`src/rtl/ecall_io_responder.sv`:
```
// Responder for the fetch unit's ecall stall: services print/read/exit and resumes on a debounced
// continue-button press-and-release. Build option ECALL_READ_SIGNED_EN sign-extends the switch read.
module ecall_io_responder #(
    parameter int DEBOUNCE_CYCLES = 1000000,
    parameter int CNT_W           = 20
) (
    input  logic        clk,
    input  logic        reset,
    input  logic        ecall_valid,
    input  logic [7:0]  service,
    input  logic [31:0] arg,
    input  logic [15:0] switches,
    input  logic        continue_button,
    output logic        stall,
    output logic        resume,
    output logic        wb_en,
    output logic [31:0] wb_data,
    output logic [31:0] display_value,
    output logic        display_valid,
    output logic        halted
);

    typedef enum logic [2:0] {
        S_IDLE         = 3'd0,
        S_WAIT_PRESS   = 3'd1,
        S_WAIT_RELEASE = 3'd2,
        S_DONE         = 3'd3,
        S_HALT         = 3'd4
    } state_t;

    localparam logic [7:0]       SVC_PRINT = 8'd1;
    localparam logic [7:0]       SVC_READ  = 8'd5;
    localparam logic [7:0]       SVC_EXIT  = 8'd10;
    localparam logic [CNT_W-1:0] CNT_LAST  = CNT_W'(DEBOUNCE_CYCLES - 1);

    state_t            r_state;
    state_t            w_next;
    logic              r_sync1;
    logic              r_sync2;
    logic              r_db;
    logic              r_db_d;
    logic [CNT_W-1:0]  r_cnt;
    logic              r_is_read;
    logic [31:0]       r_wb_data;
    logic [31:0]       r_display_value;
    logic              r_display_valid;
    logic              w_release_evt;
    logic              w_accept;
    logic [31:0]       w_read_ext;

    assign w_release_evt = r_db_d & ~r_db;
    assign w_accept      = (r_state == S_IDLE) && ecall_valid;

`ifdef ECALL_READ_SIGNED_EN
    assign w_read_ext = {{16{switches[15]}}, switches};
`else
    assign w_read_ext = {16'h0000, switches};
`endif

    // Button path: 2-FF synchronizer, then a level that flips only after a full stable window.
    always_ff @(posedge clk) begin
        if (reset) begin
            r_sync1 <= 1'b0;
            r_sync2 <= 1'b0;
            r_db    <= 1'b0;
            r_db_d  <= 1'b0;
            r_cnt   <= '0;
        end else begin
            r_sync1 <= continue_button;
            r_sync2 <= r_sync1;
            r_db_d  <= r_db;
            if (r_sync2 != r_db) begin
                if (r_cnt == CNT_LAST) begin
                    r_db  <= r_sync2;
                    r_cnt <= '0;
                end else begin
                    r_cnt <= r_cnt + CNT_W'(1);
                end
            end else begin
                r_cnt <= '0;
            end
        end
    end

    always_ff @(posedge clk) begin
        if (reset) begin
            r_state <= S_IDLE;
        end else begin
            r_state <= w_next;
        end
    end

    always_comb begin
        w_next = r_state;
        case (r_state)
            S_IDLE: begin
                if (ecall_valid) begin
                    case (service)
                        SVC_PRINT, SVC_READ: w_next = S_WAIT_PRESS;
                        SVC_EXIT:            w_next = S_HALT;
                        default:             w_next = S_DONE;
                    endcase
                end
            end
            S_WAIT_PRESS:   if (r_db) w_next = S_WAIT_RELEASE;
            S_WAIT_RELEASE: if (w_release_evt) w_next = S_DONE;
            S_DONE:         w_next = S_IDLE;
            S_HALT:         w_next = S_HALT;
            default:        w_next = S_IDLE;
        endcase
    end

    always_comb begin
        stall  = (r_state != S_IDLE);
        resume = (r_state == S_DONE);
        wb_en  = (r_state == S_DONE) && r_is_read;
        halted = (r_state == S_HALT);
    end

    // Service datapath: the display holds until the next print; wb_data is captured at release.
    always_ff @(posedge clk) begin
        if (reset) begin
            r_is_read       <= 1'b0;
            r_wb_data       <= '0;
            r_display_value <= '0;
            r_display_valid <= 1'b0;
        end else begin
            if (w_accept) begin
                r_is_read <= (service == SVC_READ);
                if (service == SVC_PRINT) begin
                    r_display_value <= arg;
                    r_display_valid <= 1'b1;
                end
            end
            if ((r_state == S_WAIT_RELEASE) && w_release_evt && r_is_read) begin
                r_wb_data <= w_read_ext;
            end
        end
    end

    assign wb_data       = r_wb_data;
    assign display_value = r_display_value;
    assign display_valid = r_display_valid;

endmodule

```
`config.mk`:
```
export PLATFORM = sky130hd
export DESIGN_NAME = ecall_io_responder
export DESIGN_NICKNAME = d
export VERILOG_FILES = /design/src/rtl/ecall_io_responder.sv
export SDC_FILE = /design/constraint.sdc
export NUM_CORES = 1
export LEC_CHECK = 0
export ABC_CLOCK_PERIOD_IN_PS = 2600
export CORE_MARGIN = 2
export CORE_UTILIZATION = 35
export CTS_CLUSTER_DIAMETER = 50
export DETAILED_ROUTE_END_ITERATION = 16
export PLACE_DENSITY = 0.67
export SLEW_MARGIN = 30
export SYNTH_ARGS = -nofsm -noshare
export SYNTH_HDL_FRONTEND = slang
export SYNTH_SLANG_ARGS = --single-unit
```
`constraint.sdc`:
```
create_clock -name clk -period 2.6 [get_ports clk]
set_input_delay 0.65 -clock clk [delete_from_list [all_inputs] [get_ports clk]]
set_output_delay 0.65 -clock clk [all_outputs]
set_load 0.03 [all_outputs]
```
==> results.md <==
* Routability cong. at 0.713
* Total die area at 10,100 um2
* Cell taking the most area after synthesis: dfxtp_1
* R2R Path Start: r_state[1]
* Initial Util at approximately 36%
* Top cell type's share of synthesized area at about 47%
* Total number of yosys warnings at 0
* Relative slew slack at between 60% and 70%
* Worst-Skew Late Latency at 0.34 ns
* Final hold vios at 0
* Min Clock Period, post-route at between 2 and 3 ns
* Pin count of the biggest net entering global routing at 40
* DR DRC count at 0
* Die width at 100 um
* Number of buffers created by CTS at 9
* Worst Tran Pin Value at 0.541 ns
* Min-delay worst type: register to register
* Port Buffers at approximately 110
* Final WL at 7290 um
* Place WS at -0.0141 ns
* Hold wc startpoint: r_sync1
* Most frequent cells in the layout: clkdlybuf4s50_1 (110), dfxtp_1 (77), nand2_1 (59), nor2_1 (35), a21oi_1 (31)
* Post-synthesis cell count at 366
* Postcts setup bufs at 0
* Fin crit share at 96.5%
* Setup ws final at just over 0.09 ns
* RSZ-0062 raised after global routing: false
* CTS root buf: clkbuf_8
* Register area at about 1500 um2
* Die Span Y at around 100 um
* Cell area after placement at 4410 um2
* Synth cell types at 44
* Reg-to-reg endpoint: wb_data[12]
* Core Rows at 35
* Finish-stage setup viols at 0
* Slew Limit Fails at 0
* Dpl hpwl at between 5000 and 6000 um
* Clock skew at 0.0101 ns
* Hold endpoint: r_sync2
* Crit Path Class: register to primary output
* Outcome: finished, final reports clean
* Design area at 4620 um2
* Clock sinks at 77
* H-Tree Depth at 3
* DR iter-0 viols at between 100 and 150
* Synth Flop Type: dfxtp_1
* Power Total at 0.00232 W
* Required @ worst endpoint at between 1.5 and 2 ns
* WL/cell at 12.3 um
* Leakage power at between 1.5 and 2 nW
* First-pass GRT wire length at about 12,000 um
* Element type at the critical path start: register
* Clk slew on worst S/H paths at roughly 0.080 ns
* Share of cells above drive strength 1 at 11.5%
* Flops & latches, synth at just under 80
* Commonest non-fill, non-tap cell in the layout: clkdlybuf4s50_1
* Worst Path Max Fanout at 11
* Number of synthesized flops with an enable pin at 0
* Syn_area_per_cell at 8.89 um2
* Mapped cell area at around 3300 um2
* Hold WS at between 0.4 and 0.5 ns
* Via/cell ratio at 4.77
* Asr flop ratio synth at 0%
* Initial antenna violation count at 0
* ANT cells at 0
* Final net count at 536
* Multi-input gate area at 1500 um2
* Top Ports at 129
* Number of global-route vias before repair at roughly 2,700
* Register area share after synthesis at 47.4%
* Worst Setup End Kind: primary output
* Worst EP arrival at around 1.9 ns
* Gr ovfl total at 0
* 1st-pass router iterations at 4
* R2R cell count at 4
* Vias at 2,822
* Area contributors post-synth: dfxtp_1 (47%), nand2_1 (6.8%), mux2i_1 (4.9%)
* Gr usage total at 14.6%
* DRT antenna net count at 0
* Maximum vdd drop at 0.318 mV
* Max Cap Violations at 0
* Clk buf depth at 2
* CTS tree: done
* Filler cells at around 860
* Pwr Density at 503 nW/um2
* Worst Hold Depth at 1
* FF-to-FF setup slack at between 0.6 and 0.7 ns
* Layout area overhead at 41.9%
* Core ar. at 9110 um2
* Peak Freq at 399 MHz
==> critical path: stages, from the launching register on <==
cell and delay, ns:
dfxtp_1 0.39, or2_2 0.33, nor2_1 0.10, clkdlybuf4s50_1 0.69
==> registers in the layout, indices dropped and copies added, names as in the netlist <==
| name | count |
|---|---|
| display_value | 32 |
| r_cnt | 20 |
| r_is_read | 1 |
| wb_data | 16 |
| display_valid | 1 |
| r_sync2 | 1 |
| r_db_d | 1 |
| r_db | 1 |
| r_sync1 | 1 |
| r_state | 3 |
==> Yosys cell counts, drive strengths merged, types with 4 or more instances <==
cell type	instances
a21oi	41
buf	27
clkbuf	11
dfxtp	77
inv	4
mux2i	16
nand2	69
nand3	7
nand4	9
nor2	35
nor2b	4
o21ai	8
or3	7
or4	4
xor2	8
==> routing by layer <==
metal | global-route usage, % | wire [um]
met4 | 4.74 | 91
met3 | 3.76 | 457
met5 | 0 | 0
met1 | 17.0 | 3110
met2 | 26.1 | 3630
==> final cells by class <==
class | count | share of cell area, %
inverters | 4 | 0.325
well taps | 111 | 3.01
repair buffers | 121 | 26.2
clock inverters | 6 | 1.52
flip-flops and latches | 77 | 33.4
multi-input cells | 262 | 32.5
clock buffers | 10 | 2.98
==> how the worst max path moves through the flow <==
stage	slack, ns	cells after the start	endpoint	start
6_report	0.09	3	halted	r_state[0]
5_1_grt	0.02	3	halted	r_state[0]
4_1_cts	0.06	3	halted	r_state[0]
3_5_place_dp	-0.01	7	display_value[5]	service[0]
3_3_place_gp	0.01	7	display_value[31]	service[0]
2_1_floorplan	0.37	6	display_value[0]	service[5]
==> stage by stage <==
step / TNS (ns) / instances / util, %
6_report: 0 / 591 / 50.7
5_1_grt: 0 / 591 / 50.7
4_1_cts: 0 / 591 / 50.7
3_5_place_dp: -0.0679 / 575 / 48.4
3_3_place_gp: 0 / 575 / 48.4
2_1_floorplan: 0 / 381 / -
==> logic make-up after synthesis <==
logic type	count (synthesis)	synth area share [%]
AO/OA/AOI/OAI	60	11.4
other	1	0.115
multiplexers	16	4.92
flip-flops	77	47.4
buffers and inverters	42	8.15
XOR/XNOR	11	2.96
adder cells (fa/ha/maj)	1	0.385
AND/OR/NAND/NOR	158	24.7
==> where the power goes <==
group	total [W]	internal, W	switching (W)
combinational	0.000208	0.000113	0.0000959
sequential	0.00119	0.00118	0.00000961
clock	0.000920	0.000476	0.000444
==> repair_timing <==
| item | 4_1_cts | 5_1_grt |
|---|---|---|
| hold buffers | 0 | 0 |
| resized for setup | 0 | 1 |
| setup endpoints to repair | 0 | 1 |
No activity file was read; power rests on OpenSTA's default activity.
